<file path="src/rtl/mt32_pkg.sv">
// MT19937 constants, index helper and controller state encoding,
// shared by the generator and its tempering stage.
package mt32_pkg;

   localparam int N = 624;
   localparam int M = 397;

   localparam logic [31:0] MATRIX_A   = 32'h9908_B0DF;
   localparam logic [31:0] UPPER_MASK = 32'h8000_0000;
   localparam logic [31:0] TEMPER_B   = 32'h9D2C_5680;
   localparam logic [31:0] TEMPER_C   = 32'hEFC6_0000;

   localparam logic [9:0] IDX_LAST = 10'(N - 1);
   localparam logic [9:0] IDX_M    = 10'(M);

   typedef enum logic [2:0] {
      IDLE,
      PRIME,
      PH0,
      PH1,
      PH2,
      PH3
   } mt32_state_e;

   function automatic logic [9:0] idx_inc(input logic [9:0] x);
      return (x == IDX_LAST) ? 10'd0 : x + 10'd1;
   endfunction

endpackage

</file>
<file path="src/rtl/mt32_temper.sv">
// MT19937 output tempering, purely combinational.
// Reused by every generator variant that shares the package.
module mt32_temper
   import mt32_pkg::*;
(
   input  logic [31:0] word,
   output logic [31:0] tempered
);

   logic [31:0] y1;
   logic [31:0] y2;
   logic [31:0] y3;

   assign y1       = word ^ (word >> 11);
   assign y2       = y1 ^ ((y1 << 7) & TEMPER_B);
   assign y3       = y2 ^ ((y2 << 15) & TEMPER_C);
   assign tempered = y3 ^ (y3 >> 18);

endmodule

</file>
<file path="src/rtl/mt32_gen.sv">
// MT19937 generator: rewrites the external state RAM in place,
// one word every four cycles, with a valid/ready output slot.
module mt32_gen
   import mt32_pkg::*;
(
   input  logic        clk,
   input  logic        reset_n,
   input  logic        init,
   input  logic        start,
   output logic [9:0]  raddr,
   input  logic [31:0] rdata,
   output logic [9:0]  waddr,
   output logic        wen,
   output logic [31:0] wdata,
   output logic [31:0] rand_data,
   output logic        rand_valid,
   input  logic        rand_ready,
   output logic        busy
);

   mt32_state_e state;
   mt32_state_e state_n;

   logic [9:0]  i;
   logic [9:0]  k;
   logic [9:0]  j;
   logic [31:0] cur_reg;
   logic [31:0] next_reg;
   logic [31:0] twist_reg;
   logic        from_prime;

   logic [31:0] y;
   logic [31:0] mixed;
   logic [31:0] tempered;
   logic        slot_free;
   logic        advance;

   assign y = (cur_reg & UPPER_MASK) | (next_reg & ~UPPER_MASK);
   assign mixed = rdata ^ (y >> 1) ^ (y[0] ? MATRIX_A : 32'd0);

   assign slot_free = !rand_valid || rand_ready;
   assign advance   = (state == PH3) && slot_free && !init;
   assign busy      = (state != IDLE);

   mt32_temper u_temper (
      .word     (twist_reg),
      .tempered (tempered)
   );

   always_comb begin
      state_n = state;
      raddr   = 10'd0;
      waddr   = 10'd0;
      wen     = 1'b0;
      wdata   = 32'd0;
      case (state)
         IDLE:  if (start) state_n = PRIME;
         PRIME: state_n = PH0;
         PH0: begin
            raddr   = k;
            state_n = PH1;
         end
         PH1: begin
            raddr   = j;
            state_n = PH2;
         end
         PH2: begin
            wen     = 1'b1;
            waddr   = i;
            wdata   = mixed;
            state_n = PH3;
         end
         PH3:     if (slot_free) state_n = PH0;
         default: state_n = IDLE;
      endcase
      // re-seeding owns the RAM: never write behind the initializer
      if (init) begin
         state_n = IDLE;
         wen     = 1'b0;
      end
   end

   always_ff @(posedge clk or negedge reset_n) begin
      if (!reset_n) begin
         state      <= IDLE;
         i          <= 10'd0;
         k          <= 10'd1;
         j          <= IDX_M;
         cur_reg    <= 32'd0;
         next_reg   <= 32'd0;
         twist_reg  <= 32'd0;
         rand_data  <= 32'd0;
         rand_valid <= 1'b0;
         from_prime <= 1'b0;
      end else if (init) begin
         state      <= IDLE;
         i          <= 10'd0;
         k          <= 10'd1;
         j          <= IDX_M;
         rand_valid <= 1'b0;
         from_prime <= 1'b0;
      end else begin
         state      <= state_n;
         from_prime <= (state == PRIME);
         if (state == IDLE) begin
            i <= 10'd0;
            k <= 10'd1;
            j <= IDX_M;
         end
         // mt[0] arrives only once; later words inherit next_reg
         if (state == PH0 && from_prime) cur_reg <= rdata;
         if (state == PH1) next_reg <= rdata;
         if (state == PH2) twist_reg <= mixed;
         if (advance) begin
            rand_data  <= tempered;
            rand_valid <= 1'b1;
            cur_reg    <= next_reg;
            i          <= idx_inc(i);
            k          <= idx_inc(k);
            j          <= idx_inc(j);
         end else if (rand_valid && rand_ready) begin
            rand_valid <= 1'b0;
         end
      end
   end

endmodule

</file>
<file path="config.mk">
export PLATFORM = sky130hd
export DESIGN_NAME = mt32_gen
export DESIGN_NICKNAME = d
export VERILOG_FILES = /design/src/rtl/mt32_pkg.sv /design/src/rtl/mt32_temper.sv /design/src/rtl/mt32_gen.sv
export SDC_FILE = /design/constraint.sdc
export NUM_CORES = 1
export LEC_CHECK = 0
export CAP_MARGIN = 5
export CORE_MARGIN = 5
export CORE_UTILIZATION = 40
export DETAILED_ROUTE_END_ITERATION = 8
export GPL_TIMING_DRIVEN = 0
export MAX_ROUTING_LAYER = met4
export PLACE_DENSITY = 0.66
export SYNTH_ARGS = -nofsm -noshare
export SYNTH_HDL_FRONTEND = slang
export SYNTH_SLANG_ARGS = --single-unit
</file>
<file path="constraint.sdc">
create_clock -name clk -period 3.15 [get_ports clk]
set_clock_uncertainty 0.15 [all_clocks]
set_input_delay 0.63 -clock clk [delete_from_list [all_inputs] [get_ports clk]]
set_output_delay 0.63 -clock clk [all_outputs]
set_load 0.005 [all_outputs]
</file>
After elaboration in Yosys (flattened, before gate mapping)

Cells that the tools add are included.

Output and inout bits: 87
Register bits after elaboration: 163
Word-level logic and storage cells: 76
Input bits: 37

$add $sub $neg: 3
Multiplexer cells: 28
Equal/unequal tests: 10
Bitwise gates (word level): 8
Reduce and logical (&&, ||, !) cells: 17

Operators with widths:

| cell                                           | number |
|---|---|
| 2-to-1 mux 10 bit                              | 13 |
| 2-to-1 mux 32 bit                              | 4 |
| XOR 32 bit                                     | 3 |
| OR 32 x 31 -> 32 bit                           | 1 |
| XOR 32 x 14 -> 32 bit                          | 1 |
| XOR 32 x 21 -> 32 bit                          | 1 |
| XOR 32 x 31 -> 32 bit                          | 1 |
| adder 10 x 1 -> 10 bit (second input constant) | 3 |
| == test 10 bit (second input constant)         | 3 |
| one-hot mux 10 bit (2 select lines)            | 1 |
| one-hot mux 3 bit (6 select lines)             | 1 |
| AND reduction 2 bit                            | 5 |
| 2-to-1 mux 3 bit                               | 3 |
| nonzero test 3 bit                             | 3 |
| == test 3 x 2 -> 1 bit (second input constant) | 2 |
| == test 3 bit (second input constant)          | 2 |
| 2-to-1 mux 1 bit                               | 6 |
| != test 3 bit (second input constant)          | 2 |
| logical AND 1 bit                              | 4 |
| == test 3 x 1 -> 1 bit (second input constant) | 1 |
| zero test 3 bit                                | 1 |
| zero test 1 bit                                | 2 |
| nonzero test 2 bit                             | 1 |
| logical OR 1 bit                               | 1 |
| inverter 1 bit                                 | 1 |

Logic depth before layout (Yosys ltp)

Word-level depth: 6
Depth in mapped cells: 8
Mapped depth without buffers: 6

Hierarchy

From an unflattened synthesis, not the netlist that was laid out.

Cell total of the unflattened synthesis: 688
Area, all modules: 6820.3 µm²

Modules (own cells, without submodules):

| module      | seq. area each (µm²) | instances | cells each | area each (µm²) |
|---|---|---|---|---|
| mt32_gen    | 3310.7               | 1         | 631        | 6185.9 |
| mt32_temper | 0.0                  | 1         | 57         | 634.4 |

Least setup slack after synthesis

OpenSTA, ideal clock, no wires.

Kind: in2out
From: input port init
To: output port wen
Path buffers: 2
Stages: 4
Arrival time: 1.309 ns
Required time: 2.370 ns
Path slack: 1.061 ns
Cell sequence: clkbuf_1 nand2b_1 clkbuf_1 inv_1

Longest elaborated chain between the ends: 1

Ends and longest elaborated chain:

| element            | line           | text |
|---|---|---|
| start: declaration | mt32_gen.sv:8  | `input logic init,` |
| 2-to-1 mux 1 bit   | mt32_gen.sv:77 | `if (init) begin` |
| end: declaration   | mt32_gen.sv:13 | `output logic wen,` |

No other way between the ends.

Worst setup path after layout

From: register state[0]
To: output port raddr[2]

Longest elaborated chain between the ends: 2
Elaborated cells between the ends (all ways): 3
Classes of those cells: eq/ne: 2; mux: 1

Ends and longest elaborated chain:

| element                               | line            | text |
|---|---|---|
| start: declaration                    | mt32_gen.sv:21  | `mt32_state_e state;` |
| start signal: assignment              | mt32_gen.sv:103 | `state <= state_n;` |
| == test 3 x 2 -> 1 bit                | mt32_gen.sv:56  | `case (state)` |
| one-hot mux 10 bit (2 select lines) * | mt32_gen.sv:56  |  |
| end: declaration                      | mt32_gen.sv:10  | `output logic [9:0] raddr,` |

Mark *: on every way between the ends. The rest lies on a longest branch, timed or not.

==> flow_summary.yaml <==
die:
  die_h_microns: 139.9
  ios: 124
  initial_utilization_pct: 40.73
  die_area_sq_um: 19580
  core_sq_um: 16580
  num_rows: 47
  die_w_microns: 139.9
grt:
  first_global_vias: 5247
  gr-usage-all-layers_pct: 18.78
  grt_max_degree: 85
  antenna_found_initial: 0
  grt_pass1_wl_microns: 28370
  gr-total-overflow: 0
power_and_ir_drop:
  p_per_area_nw_per_um2: 847.6
  vdd_ir_drop_max_uv: 495.5
  power_mw: 7.588
  leakage_nw: 3.862
clocking:
  clockBufferDepth: 2
  htree_levels: 4
  cts_setup_buffers: 0
  cts_tree: "yes"
  path_clk_slew_ns: 0.06
  clock_latency_ns: 0.42
  cts_buffers: 17
  cts_sinks: 132
  clockRootBuffer: "clkbuf_16"
drt:
  antenna_left: 0
  num_vias: 5242
  drc: 0
  wire_per_inst_microns: 16.64
  drt_wl_total_microns: 17510
  firstDrtPassIters: 5
  dr.first_iter.drc_count: 260
  vias_per_cell: 4.983
synth:
  synth_flop_cell: "dfrtp_1"
  synth.area.top_cells: "dfrtp_1 (47%), xnor2_1 (8.3%), o21ai_0 (6.2%), mux2_2 (5.3%), xor2_1 (5.1%)"
  ys_ff_latch: 132
  synthCells: 676
  synth_top_area_cell: "dfrtp_1"
  synth-seq-area-share_pct: 49.02
  yosysWarnings: 0
  synth_area_per_cell_sq_um: 9.991
  synth_nets: 716
  synth_edf_count: 0
  ys_async_sr_fraction_pct: 100.0
  ys_types: 53
  synth_top_area_share_pct: 46.68
  synth_area_sq_um: 6754
layout:
  finish.net_count: 859
  syn_to_final_growth_pct: 32.55
  diodes: 0
  drive_gt1_share_pct: 12.50
  instances_no_fill: 1052
worst_hold_path:
  min_path_cells: 2
  worst_hold_path_type: "flip-flop to flip-flop"
sta:
  hold_violations: 0
  final-setup-viol-count: 0
  fin_crit_sh_pct: 96.59
  period_minus_slack_ns: 3.043
  rsz0062_at_grt: "false"
  clock.fmax_mhz: 328.7
  tightest_slew_ns: 0.5401
  slew_headroom_pct: 63.72
  finalMaxSlewViolations: 0
placed_design:
  numPortBuffers: 123
  dp.cells: 1020
  gp_congestion: 0.8680
  dpl.hpwl_microns: 13140
run_status:
  status: "completed"
worst_setup_path:
  ff2ff_path_depth: 5
  path_cells: "buf_2, clkbuf_4, mux2i_1, nor2_1, clkdlybuf4s50_1"
  r2r_slack_ns: 0.92
  reg2reg_to: "next_reg[30]"
  slowest_delay_ns: 0.45
  crit_path_start_kind: "flip-flop"
  crit_end: "raddr[2]"
  end_kind: "output pin"
  worstPathMaxFanout: 10
  rr_startpoint: "state[2]"
  crit_path_start: "state[0]"
  critPathKind: "flip-flop to output pin"
  cp.required_ns: 2.37
  slowest_stage: "dfrtp_1"
  cp_data_arrival_time_ns: 2.26
run:
  cap_violations: 0
timing repair:
action | CTS | global route
endpoints found under the setup margin | 31 | 29
hold buffers | 1 | 0
gates resized for setup | 3 | 10
endpoints found under the hold margin | 1 | 0
report_power, final:
group          internal [mW]  total [mW]  switching (mW)
registers               2.17        2.57           0.396
logic                   1.42        2.86            1.44
clock network           1.44        2.16           0.720
cells in the final DEF (no fill, tap or decap), drive strengths merged, types with 2 or more instances in the layout:
master and n:
ha 3, xor2 40, o41ai 2, a21oi 10, clkinv 2, nand4 2, a21o 6, mux2i 12
nor3 5, dfstp 6, clkbuf 38, bufinv 5, clkdlybuf4s50 121, a22o 5, nand2b 5, nor3b 6
mux2 32, and4 2, or3 5, inv 7, buf 23, and3 16, o31ai 2, o21ai 89
nor2b 4, nor4b 2, o21ba 2, nor2 67, dfrtp 126, nand2 89, o21a 2, xnor2 67
nand3 11, and2 3, clkinvlp 2
cell usage after synthesis, types with 4 or more instances:
library cell	instances
clkbuf_1	16
and3_1	16
nor3b_1	4
nand2_1	89
a21o_1	6
xor2_1	39
nor2b_1	4
inv_1	7
buf_2	14
nor2_1	66
o21ai_0	84
dfstp_2	6
mux2i_1	12
o21ai_1	5
a21oi_1	10
nand3_1	10
xnor2_1	64
mux2_2	32
nand2b_1	5
nor3_1	5
a22o_1	5
dfrtp_1	126
or3_1	5
through the flow:
stage / setup TNS (ns) / hold slack [ns] / setup slack [ns] / utilization [%] / instance area, sq um
2_1_floorplan: 0 / 0.1844 / 1.061 / - / 6754
3_3_place_gp: -529.46 / 0.3058 / -4.099 / 49.81 / 8260
3_5_place_dp: -0.2405 / 0.3193 / -0.2405 / 49.98 / 8289
4_1_cts: 0 / 0.3310 / 0.04726 / 53.94 / 8945
5_1_grt: 0 / 0.3503 / 0.005232 / 53.98 / 8952
6_report: 0 / 0.3282 / 0.1074 / 53.98 / 8952
layer usage:
layer | vias to the layer above | GRT usage [%] | routed length, microns
li1 | 2567 | - | -
met1 | 2522 | 26.51 | 8715
met2 | 133 | 27.04 | 7730
met3 | 20 | 4.601 | 795
met4 | 0 | 5.354 | 265
met5 | - | - | 0
cells by family (layout without fill, tap and decap cells):
| group | Yosys count | after routing | share of synthesized area, % |
|---|---|---|---|
| XOR/XNOR | 107 | 107 | 14.32 |
| buffers and inverters | 44 | 200 | 3.094 |
| AND/OR/NAND/NOR | 220 | 220 | 15.32 |
| flip-flops | 132 | 132 | 49.02 |
| AO/OA/AOI/OAI | 126 | 126 | 10.58 |
| adder cells (fa/ha/maj) | 3 | 3 | 0.5558 |
| multiplexers | 44 | 44 | 7.114 |
critical path, delay by kind of cell (launching register included):
family	cells	cell delay, ns
buffers and inverters	3	1.08
DFF	1	0.45
muxes	1	0.25
and+or+nand+nor	1	0.06
area by class of cell:
class,count,area (sq um)
clock buffers,23,467.9
multi-input cells,500,3242
inverters,7,26.28
repair buffers,125,1269
flip-flops and latches,132,3311
well taps,220,275.3
fillers,1499,7631
plain buffers,36,186.4
clock inverters,9,175.2
how the worst min path moves through the flow:
| stage | from | end | slack, ns |
|---|---|---|---|
| 6_report | rand_data[21] | rand_data[21] | 0.33 |
| 5_1_grt | rand_data[13] | rand_data[13] | 0.35 |
| 4_1_cts | rand_data[0] | rand_data[0] | 0.33 |
| 3_5_place_dp | rand_data[0] | rand_data[0] | 0.32 |
| 3_3_place_gp | rand_data[0] | rand_data[0] | 0.31 |
| 2_1_floorplan | reset_n | cur_reg[31] | 0.18 |
No activity file was read; power rests on OpenSTA's default activity.
